[src/rtl/riscv_ctrl_pkg.sv]
// Shared definitions for the RV32I control path: opcode constants, the
// multi-cycle FSM state encoding and the datapath mux/ALU select encodings.
package riscv_ctrl_pkg;

  // Major opcodes (instruction[6:0])
  localparam logic [6:0] OP_LOAD   = 7'b0000011;
  localparam logic [6:0] OP_STORE  = 7'b0100011;
  localparam logic [6:0] OP_RTYPE  = 7'b0110011;
  localparam logic [6:0] OP_ITYPE  = 7'b0010011;
  localparam logic [6:0] OP_BRANCH = 7'b1100011;
  localparam logic [6:0] OP_JAL    = 7'b1101111;
  localparam logic [6:0] OP_JALR   = 7'b1100111;
  localparam logic [6:0] OP_LUI    = 7'b0110111;
  localparam logic [6:0] OP_AUIPC  = 7'b0010111;

  typedef enum logic [3:0] {
    S_FETCH    = 4'd0,
    S_DECODE   = 4'd1,
    S_MEMADR   = 4'd2,
    S_MEMRD    = 4'd3,
    S_MEMWB    = 4'd4,
    S_MEMWR    = 4'd5,
    S_EXEC_R   = 4'd6,
    S_EXEC_I   = 4'd7,
    S_ALUWB    = 4'd8,
    S_BRANCH   = 4'd9,
    S_JALR_ADR = 4'd10,
    S_JUMP     = 4'd11,
    S_LUI      = 4'd12,
    S_AUIPC    = 4'd13,
    S_TRAP     = 4'd14
  } state_t;

  // alu_src_a
  localparam logic [1:0] SRCA_PC     = 2'b00;
  localparam logic [1:0] SRCA_OLD_PC = 2'b01;
  localparam logic [1:0] SRCA_RS1    = 2'b10;
  localparam logic [1:0] SRCA_ZERO   = 2'b11;

  // alu_src_b
  localparam logic [1:0] SRCB_RS2  = 2'b00;
  localparam logic [1:0] SRCB_IMM  = 2'b01;
  localparam logic [1:0] SRCB_FOUR = 2'b10;

  // alu_op
  localparam logic [1:0] ALU_ADD    = 2'b00;
  localparam logic [1:0] ALU_BRANCH = 2'b01;
  localparam logic [1:0] ALU_RFUNCT = 2'b10;
  localparam logic [1:0] ALU_IFUNCT = 2'b11;

  // imm_src
  localparam logic [2:0] IMM_I = 3'b000;
  localparam logic [2:0] IMM_S = 3'b001;
  localparam logic [2:0] IMM_B = 3'b010;
  localparam logic [2:0] IMM_J = 3'b011;
  localparam logic [2:0] IMM_U = 3'b100;

  // result_src
  localparam logic [1:0] RES_ALUOUT    = 2'b00;
  localparam logic [1:0] RES_MEMDATA   = 2'b01;
  localparam logic [1:0] RES_ALURESULT = 2'b10;

  // States that drive mem_req and may stall on mem_ready
  function automatic logic is_mem_state(input state_t s);
    return (s == S_FETCH) || (s == S_MEMRD) || (s == S_MEMWR);
  endfunction

endpackage

[src/rtl/ctrl_wait_timer.sv]
// Memory wait timer: counts stalled request cycles and flags the cycle in
// which one more stall would exceed the MEM_TIMEOUT budget.
module ctrl_wait_timer #(
  parameter int MEM_TIMEOUT = 16
) (
  input  logic clk,
  input  logic rst_n,
  input  logic clear,
  input  logic count_en,
  output logic expired
);

  localparam int CW = (MEM_TIMEOUT > 2) ? $clog2(MEM_TIMEOUT) : 1;
  localparam bit ENABLED = (MEM_TIMEOUT != 0);
  localparam logic [CW-1:0] LIMIT = CW'((MEM_TIMEOUT == 0) ? 0 : MEM_TIMEOUT - 1);

  logic [CW-1:0] wait_cnt;

  // Clear on entry to a memory state, otherwise count stalled cycles
  always_ff @(posedge clk or negedge rst_n) begin
    if (!rst_n) begin
      wait_cnt <= '0;
    end else if (clear) begin
      wait_cnt <= '0;
    end else if (count_en) begin
      wait_cnt <= wait_cnt + CW'(1);
    end
  end

  // count_en already implies mem_ready=0, so a ready response never expires
  assign expired = ENABLED && count_en && (wait_cnt == LIMIT);

endmodule

[src/rtl/multicycle_control_unit.sv]
// Multi-cycle RV32I control FSM. Moore outputs decoded from the state (FETCH
// additionally qualifies its register writes with mem_ready). Memory handshake:
// mem_req is held high in FETCH/MEMRD/MEMWR until a cycle with mem_ready=1, in
// which the transfer completes and the FSM advances; stalls are bounded by the
// wait timer. All control outputs are held at 0 while rst_n is low.
module multicycle_control_unit
  import riscv_ctrl_pkg::*;
#(
  parameter int MEM_TIMEOUT   = 16,
  parameter bit SUPPORT_JUMPS = 1'b1,
  parameter int CNT_W         = 32
) (
  input  logic             clk,
  input  logic             rst_n,
  input  logic [6:0]       opcode,
  input  logic             mem_ready,
  output logic             mem_req,
  output logic             mem_we,
  output logic             adr_src,
  output logic             ir_write,
  output logic             pc_write,
  output logic             reg_write,
  output logic             branch,
  output logic [1:0]       alu_src_a,
  output logic [1:0]       alu_src_b,
  output logic [1:0]       alu_op,
  output logic [2:0]       imm_src,
  output logic [1:0]       result_src,
  output logic             retire,
  output logic [CNT_W-1:0] instret,
  output logic             bus_error,
  output logic             illegal_instr,
  output logic             trapped,
  output state_t           state_dbg
);

  state_t state, state_next;

  logic       mem_req_c, mem_we_c, adr_src_c, ir_write_c, pc_write_c;
  logic       reg_write_c, branch_c;
  logic [1:0] alu_src_a_c, alu_src_b_c, alu_op_c, result_src_c;
  logic [2:0] imm_src_c;
  logic       set_bus_error, set_illegal;
  logic       expired, timer_clear, timer_count;
  logic       retire_c;

  // Stall counting derives from the state directly to keep it off the decode path
  assign timer_count = is_mem_state(state) && !mem_ready;
  assign timer_clear = (state_next != state) && is_mem_state(state_next);

  ctrl_wait_timer #(
    .MEM_TIMEOUT (MEM_TIMEOUT)
  ) u_wait_timer (
    .clk      (clk),
    .rst_n    (rst_n),
    .clear    (timer_clear),
    .count_en (timer_count),
    .expired  (expired)
  );

  // State register
  always_ff @(posedge clk or negedge rst_n) begin
    if (!rst_n) begin
      state <= S_FETCH;
    end else begin
      state <= state_next;
    end
  end

  // Next-state and control decode
  always_comb begin
    state_next    = state;
    mem_req_c     = 1'b0;
    mem_we_c      = 1'b0;
    adr_src_c     = 1'b0;
    ir_write_c    = 1'b0;
    pc_write_c    = 1'b0;
    reg_write_c   = 1'b0;
    branch_c      = 1'b0;
    alu_src_a_c   = SRCA_PC;
    alu_src_b_c   = SRCB_RS2;
    alu_op_c      = ALU_ADD;
    imm_src_c     = IMM_I;
    result_src_c  = RES_ALUOUT;
    set_bus_error = 1'b0;
    set_illegal   = 1'b0;

    case (state)
      S_FETCH: begin
        mem_req_c = 1'b1;
        if (mem_ready) begin
          ir_write_c   = 1'b1;
          pc_write_c   = 1'b1;
          alu_src_a_c  = SRCA_PC;
          alu_src_b_c  = SRCB_FOUR;
          result_src_c = RES_ALURESULT;
          state_next   = S_DECODE;
        end else if (expired) begin
          set_bus_error = 1'b1;
          state_next    = S_TRAP;
        end
      end

      S_DECODE: begin
        // Branch/JAL target computed here while the opcode is decoded
        alu_src_a_c = SRCA_OLD_PC;
        alu_src_b_c = SRCB_IMM;
        imm_src_c   = IMM_B;
        case (opcode)
          OP_LOAD, OP_STORE: state_next = S_MEMADR;
          OP_RTYPE:          state_next = S_EXEC_R;
          OP_ITYPE:          state_next = S_EXEC_I;
          OP_BRANCH:         state_next = S_BRANCH;
          OP_JAL:            state_next = SUPPORT_JUMPS ? S_JUMP     : S_TRAP;
          OP_JALR:           state_next = SUPPORT_JUMPS ? S_JALR_ADR : S_TRAP;
          OP_LUI:            state_next = SUPPORT_JUMPS ? S_LUI      : S_TRAP;
          OP_AUIPC:          state_next = SUPPORT_JUMPS ? S_AUIPC    : S_TRAP;
          default:           state_next = S_TRAP;
        endcase
        set_illegal = (state_next == S_TRAP);
      end

      S_MEMADR: begin
        alu_src_a_c = SRCA_RS1;
        alu_src_b_c = SRCB_IMM;
        if (opcode == OP_STORE) begin
          imm_src_c  = IMM_S;
          state_next = S_MEMWR;
        end else begin
          imm_src_c  = IMM_I;
          state_next = S_MEMRD;
        end
      end

      S_MEMRD: begin
        mem_req_c = 1'b1;
        adr_src_c = 1'b1;
        if (mem_ready) begin
          state_next = S_MEMWB;
        end else if (expired) begin
          set_bus_error = 1'b1;
          state_next    = S_TRAP;
        end
      end

      S_MEMWB: begin
        result_src_c = RES_MEMDATA;
        reg_write_c  = 1'b1;
        state_next   = S_FETCH;
      end

      S_MEMWR: begin
        mem_req_c = 1'b1;
        mem_we_c  = 1'b1;
        adr_src_c = 1'b1;
        if (mem_ready) begin
          state_next = S_FETCH;
        end else if (expired) begin
          set_bus_error = 1'b1;
          state_next    = S_TRAP;
        end
      end

      S_EXEC_R: begin
        alu_src_a_c = SRCA_RS1;
        alu_src_b_c = SRCB_RS2;
        alu_op_c    = ALU_RFUNCT;
        state_next  = S_ALUWB;
      end

      S_EXEC_I: begin
        alu_src_a_c = SRCA_RS1;
        alu_src_b_c = SRCB_IMM;
        alu_op_c    = ALU_IFUNCT;
        state_next  = S_ALUWB;
      end

      S_ALUWB: begin
        reg_write_c  = 1'b1;
        result_src_c = RES_ALUOUT;
        state_next   = S_FETCH;
      end

      S_BRANCH: begin
        alu_src_a_c  = SRCA_RS1;
        alu_src_b_c  = SRCB_RS2;
        alu_op_c     = ALU_BRANCH;
        result_src_c = RES_ALUOUT;
        branch_c     = 1'b1;
        state_next   = S_FETCH;
      end

      S_JALR_ADR: begin
        alu_src_a_c = SRCA_RS1;
        alu_src_b_c = SRCB_IMM;
        imm_src_c   = IMM_I;
        state_next  = S_JUMP;
      end

      S_JUMP: begin
        // PC takes the target held in alu_out; ALU forms the link value
        alu_src_a_c  = SRCA_OLD_PC;
        alu_src_b_c  = SRCB_FOUR;
        result_src_c = RES_ALUOUT;
        pc_write_c   = 1'b1;
        state_next   = S_ALUWB;
      end

      S_LUI: begin
        alu_src_a_c = SRCA_ZERO;
        alu_src_b_c = SRCB_IMM;
        imm_src_c   = IMM_U;
        state_next  = S_ALUWB;
      end

      S_AUIPC: begin
        alu_src_a_c = SRCA_OLD_PC;
        alu_src_b_c = SRCB_IMM;
        imm_src_c   = IMM_U;
        state_next  = S_ALUWB;
      end

      S_TRAP: begin
        state_next = S_TRAP;
      end

      default: begin
        state_next = S_TRAP;
      end
    endcase
  end

  // Completion is any transition back into FETCH
  assign retire_c = (state_next == S_FETCH) && (state != S_FETCH);

  // Sticky trap causes and retired-instruction counter
  always_ff @(posedge clk or negedge rst_n) begin
    if (!rst_n) begin
      bus_error     <= 1'b0;
      illegal_instr <= 1'b0;
      instret       <= '0;
    end else begin
      if (set_bus_error) bus_error <= 1'b1;
      if (set_illegal) illegal_instr <= 1'b1;
      if (retire_c) instret <= instret + CNT_W'(1);
    end
  end

  // Control outputs are forced low while reset is asserted
  assign mem_req    = rst_n & mem_req_c;
  assign mem_we     = rst_n & mem_we_c;
  assign adr_src    = rst_n & adr_src_c;
  assign ir_write   = rst_n & ir_write_c;
  assign pc_write   = rst_n & pc_write_c;
  assign reg_write  = rst_n & reg_write_c;
  assign branch     = rst_n & branch_c;
  assign alu_src_a  = rst_n ? alu_src_a_c  : 2'b00;
  assign alu_src_b  = rst_n ? alu_src_b_c  : 2'b00;
  assign alu_op     = rst_n ? alu_op_c     : 2'b00;
  assign imm_src    = rst_n ? imm_src_c    : 3'b000;
  assign result_src = rst_n ? result_src_c : 2'b00;
  assign retire     = rst_n & retire_c;
  assign trapped    = rst_n & (state == S_TRAP);
  assign state_dbg  = state;

endmodule

[config.mk]
export PLATFORM = sky130hd
export DESIGN_NAME = multicycle_control_unit
export DESIGN_NICKNAME = d
export VERILOG_FILES = /design/src/rtl/riscv_ctrl_pkg.sv /design/src/rtl/ctrl_wait_timer.sv /design/src/rtl/multicycle_control_unit.sv
export SDC_FILE = /design/constraint.sdc
export NUM_CORES = 1
export LEC_CHECK = 0
export ABC_AREA = 1
export ABC_CLOCK_PERIOD_IN_PS = 3700
export BUFFER_PORTS_ARGS = -buffer_cell sky130_fd_sc_hd__buf_2
export CAP_MARGIN = 20
export CORE_ASPECT_RATIO = 1.4
export CORE_MARGIN = 3
export CORE_UTILIZATION = 45
export CTS_CLUSTER_SIZE = 25
export DETAILED_ROUTE_END_ITERATION = 12
export GPL_TIMING_DRIVEN = 0
export PLACE_DENSITY = 0.71
export RECOVER_POWER = 100
export SLEW_MARGIN = 20
export SYNTH_ARGS = -nofsm -noshare
export SYNTH_HDL_FRONTEND = slang
export SYNTH_SLANG_ARGS = --single-unit
[constraint.sdc]
create_clock -name clk -period 3.7 [get_ports clk]
set_input_delay 0.74 -clock clk [delete_from_list [all_inputs] [get_ports clk]]
set_output_delay 0.74 -clock clk [all_outputs]
set_load 0.005 [all_outputs]
# After elaboration in Yosys (flattened, before gate mapping)
# Index checks and enable logic that the tools add are counted.
# word_totals
regBits	42
input_bits	10
output_inout_bits	58
elab_cells	101
# op_classes
addsub	2
eq_ne	28
mux	34
bitwise_logic	9
n_reduce_logical	23
# ops
op	n
$pmux 4 s8	2
$eq 4x4->1 const B	9
$add 32x1->32 const B	1
$mux 4	7
$eq 7x6->1 const B	3
$eq 7x7->1 const B	3
$eq 4x3->1 const B	5
$pmux 2 s3	3
$eq 7x5->1 const B	2
$eq 4x2->1 const B	3
$mux 1	12
$mux 2	5
$reduce_or 5->1	2
$and 1x1->1	9
$pmux 3 s3	1
$reduce_or 3->1	3
$logic_not 4->1	2
$reduce_or 2->1	4
$eq 7x2->1 const B	1
$mux 3	2
$reduce_or 6->1	1
$add 4x1->4 const B	1
$eq 4x1->1 const B	1
$logic_and 1x1->1	4
7 further kinds	10

# Depth between registers and ports, before layout
# logic_depth
depth_word	13
mapped_depth	15
mapped_depth_nobuf	14

# By module
# A second synthesis with hierarchy kept.
# hier_totals
hier_cells	467
hier_area_um2	3075.4
# by_module_without_submodules
module	instances	cells_per_inst	area_each_um2	seq_area_each_um2
multicycle_control_unit	1	443	2875.3	950.9
ctrl_wait_timer	1	24	200.2	100.1

# Worst setup path after synthesis
# Ideal clock, no wire load.
# synth_path
path_kind	input -> output
start	input port opcode[2]
end	output port retire
arrival_ns	2.017
required_ns	2.960
slack_ns	0.943
path_stages	12
n_path_buf	1
cell_sequence	inv_1 -> nand2_1 -> nor2_1 -> o21ai_0 -> nand3_1 -> nand2_1 -> nand2_1 -> nand3_2 -> nor2_4 -> nand3_4 -> clkbuf_1 -> nor2_1
# synth_via
elab_chain_len	8
elab_cells_between_ends	17
classes_between	9 x eq/ne; 4 x mux; 1 x bitwise; 3 x reduce/logical
# synth_lines
element	line	text
start: declaration	multicycle_control_unit.sv:15	input logic [6:0] opcode,
$eq 7x6->1 / $eq 7x2->1 (equally long branches)	multicycle_control_unit.sv:109, multicycle_control_unit.sv:126	
$reduce_or 2->1	multicycle_control_unit.sv:109	case (opcode)
$pmux 4 s8	multicycle_control_unit.sv:109	
$mux 4	multicycle_control_unit.sv:88	case (state)
$pmux 4 s8 (*)	multicycle_control_unit.sv:88	
named net state_next[2]	multicycle_control_unit.sv:37	state_t state, state_next;
$logic_not 4->1 (*)	multicycle_control_unit.sv:234	assign retire_c = (state_next == S_FETCH) && (state != S_FETCH);
$logic_and 1x1->1 (*)	multicycle_control_unit.sv:234	
$and 1x1->1 (*)	multicycle_control_unit.sv:262	assign retire = rst_n & retire_c;
end: declaration	multicycle_control_unit.sv:29	output logic retire,
# The timed path passes the listed nets; every way through them passes the cells marked *. The select of a mux whose other input is x is not followed.

# Worst setup path in the final report
# layout_path
start	register state[2], in the netlist state_dbg[2]
end	output port retire
# layout_via
elab_chain_len	11
elab_cells_between_ends	29
classes_between	13 x eq/ne; 5 x mux; 1 x bitwise; 10 x reduce/logical
# layout_lines
element	line	text
start: declaration	multicycle_control_unit.sv:37	
start signal: assignment	multicycle_control_unit.sv:66	state <= state_next;
$eq 4x2->1 / $logic_not 4->1 (equally long branches)	riscv_ctrl_pkg.sv:65, multicycle_control_unit.sv:88	
$logic_or 1x1->1 (2 in a row)	riscv_ctrl_pkg.sv:65	return (s == S_FETCH) || (s == S_MEMRD) || (s == S_MEMWR);
$logic_and 1x1->1	multicycle_control_unit.sv:48	assign timer_count = is_mem_state(state) && !mem_ready;
$logic_and 1x1->1	ctrl_wait_timer.sv:31	assign expired = ENABLED && count_en && (wait_cnt == LIMIT);
$mux 4	multicycle_control_unit.sv:98, multicycle_control_unit.sv:140, multicycle_control_unit.sv:158	
$mux 4 (on tied branches)	multicycle_control_unit.sv:156, multicycle_control_unit.sv:91, multicycle_control_unit.sv:138	
$pmux 4 s8 (*)	multicycle_control_unit.sv:88	
named net state_next[2]	multicycle_control_unit.sv:37	
$logic_not 4->1 (*)	multicycle_control_unit.sv:234	
$logic_and 1x1->1 (*)	multicycle_control_unit.sv:234	
$and 1x1->1 (*)	multicycle_control_unit.sv:262	
# The timed path passes the listed nets; every way through them passes the cells marked *.

==> results.cfg <==
[layout]
layout-drive-gt1-share_pct = 10.4
num_antenna_cells = 0
nets = 521
stdcell_area_sq_um = 3430
area_delta_synth_final_pct = 15.5
final.fill_count = 654

[power]
p_int_mw = 1.06
seqPwrFrac_pct = 30.4
clkPwrFrac_pct = 17.4
swShare_pct = 48.4
ir_drop_mv = 0.276
p_sw_mw = 0.996
powerDensity_nw_per_um2 = 600
power.total_mw = 2.06
leakage_nw = 1.68
combPwrFrac_pct = 52.3

[sta]
setup_viol = 0
tns_ns = 0
fin_skew_ns = 0.00590
rsz0062_at_grt = no
setup_ws_ns = 0.285
final_hold_viol_count = 0
period_minus_slack_ns = 3.41
slew_viol_final = 0
timing.slew.headroom_pct = 34.9
tightest_slew_ns = 0.976
period_share_pct = 92.3
max_freq_mhz = 293

[setup_path]
critPathLaunchType = flop
worstPathMaxFanout = 10
crit_required_ns = 2.96
arrival_ns = 2.67
reg2reg_from = state_dbg[2]
rr_endpoint = instret[23]
startpoint = state_dbg[2]
critical_path_class = reg -> out
r2r_setup_slack_ns = 0.69
crit_end = retire
critPathCaptureType = output port
r2r_cells = 12

[drt]
ant_nets = 0
viasPerCell = 5.22
drt-initial-drc-count = 116
highest_layer = met4
wire_per_inst_um = 13.7
route.met2.wl_um = 4320
drt_wl_total_um = 7980
dr_wl_met3_um = 361
m1WireLength_um = 3150
vias = 3037
dr.pass1.iters = 4
drc_errors = 0

[yosys]
yosysSeqAreaShare_pct = 35.4
synth_area_sq_um = 2970
synth_cell_types = 31
synth.avg_cell_area_sq_um = 6.82
syn_nets = 447
synth_edf_count = 0
yosysTopAreaCellShare_pct = 35.4
syn_inst = 435
synth-async-reset-ratio_pct = 100
synthFlopType = dfrtp_1
yosysTopAreaCell = dfrtp_1
synth_warnings = 0
synth_seq_cells = 42
yosys-top-cells-count = nand2_1 (148), nor2_1 (46), inv_1 (44), dfrtp_1 (42), nand3_1 (21)
synth_most_common_cell = nand2_1
synth_area_leaders = dfrtp_1 (35%), nand2_1 (19%), nor2_1 (5.8%)

[place]
hpwl_um = 6390
port_buffers = 67
place_area_sq_um = 3390
place_ws_ns = 0.297
routabilityCongestion = 0.956

[clocking]
clk_latency_ns = 0.29
tritoncts = built
cts-root-buf = clkbuf_8
cts_resized = 0
cts_setup_buffers = 0
cts_buffer_depth = 2
cts_hold_buf = 0
clock-sinks = 42
cts.clk_slew.worst_paths_ns = 0.07
cts-htree-levels = 2
cts_buffers = 5

[grt]
grt_overflow = 0
grt_pass1_vias = 2930
grt_use_total_pct = 22.1
grt_max_degree = 45
grt_pass1_wl_um = 13100
antenna_found_initial = 0

[floorplan]
start_util_pct = 47.1
ios = 68
dieWidth_um = 74.6
fp-row-count = 34
die_y_um = 102
coreArea_sq_um = 6300
die_area_sq_um = 7610

[run_status]
status = completed

[flow_run]
drv_cap = 0

[min_path]
hp-class = reg -> reg
flip-flops by register name, summed over array words and instances (netlist names):
| name | cells |
|---|---|
| u_wait_timer.wait_cnt | 4 |
| instret | 32 |
| illegal_instr | 1 |
| state_dbg | 4 |
| bus_error | 1 |
cells by family (layout without fill, tap and decap cells):
family          after synthesis  count (layout)  synth area share (%)
simple gates                273             273                  41.7
flops                        42              42                  35.4
fa+ha+maj                     2               2                 0.844
compound gates               33              33                  5.91
xor+xnor                     26              26                  7.68
mux                           1               1                 0.338
buf+inv                      58             133                  8.06
per-stage QoR:
stage / cells / util, % / hold WS [ns]
after floorplan: 435 / - / 0.444
after global placement: 574 / 53.9 / 0.460
after detailed placement: 574 / 53.9 / 0.473
after CTS: 582 / 55.5 / 0.490
after global routing: 582 / 54.4 / 0.499
final: 582 / 54.4 / 0.480
cell type report:
class / instances / area (sq um) / share of cell area (%)
inverter: 50 / 188 / 5.48
buffer: 8 / 30.0 / 0.877
timing repair buffer: 67 / 288 / 8.40
clock buffer: 7 / 76.3 / 2.23
multi-input combinational: 335 / 1670 / 48.8
tap: 72 / 90.1 / 2.63
sequential: 42 / 1050 / 30.7
clock inverter: 1 / 30.0 / 0.877
power by group through the flow:
stage | logic, mW | registers, mW | clock network (mW)
floorplan | 0.821 | 0.620 | 0
global placement | 1.14 | 0.633 | 0
detailed placement | 1.16 | 0.633 | 0
CTS | 1.16 | 0.625 | 0.363
global route | 1.21 | 0.636 | 0.381
finish | 1.07 | 0.625 | 0.357
metal layers:
layer	global-route usage (%)	up-vias
met1	24.7	1408
met4	7.26	0
li1	-	1535
met3	2.76	12
met2	42.1	82
met5	0	-
worst max-delay path: stages, from the launching register on:
cell      delay [ns]
dfrtp_1         0.47
nor2_1          0.31
inv_1           0.17
nor3_1          0.37
nor2_1          0.14
nand3_2         0.14
nor2_4          0.05
nand3_4         0.12
clkbuf_1        0.40
nor2_1          0.08
clkbuf_2        0.13
how the worst min path moves through the flow:
stage	startpoint	to	slack (ns)	cells past startpoint
finish	illegal_instr	illegal_instr	0.48	1
global route	illegal_instr	illegal_instr	0.50	1
CTS	illegal_instr	illegal_instr	0.49	1
detailed placement	bus_error	bus_error	0.47	2
global placement	illegal_instr	illegal_instr	0.46	1
floorplan	rst_n	bus_error	0.44	0
cell usage in the layout (no fill, tap or decap), types with 2 or more instances in the layout:
master / synthesis / final
nand3_2: 2 / 2
nor2_4: 2 / 2
nand3_4: 3 / 3
buf_2: 2 / 28
nand4_1: 9 / 9
nor3_1: 16 / 16
o21ai_0: 14 / 17
a21oi_1: 11 / 11
dfrtp_1: 42 / 42
clkbuf_8: 0 / 5
nand2_2: 6 / 6
nor2_2: 3 / 2
inv_2: 5 / 3
nor4_1: 9 / 9
clkbuf_1: 3 / 47
nor2_1: 46 / 47
inv_1: 44 / 46
nand2_1: 148 / 148
a31oi_1: 3 / 3
nand3b_1: 7 / 7
xnor2_1: 11 / 11
xor2_1: 15 / 15
ha_1: 2 / 2
nand3_1: 21 / 21
Note: power is estimated with default switching activity, not from simulation.
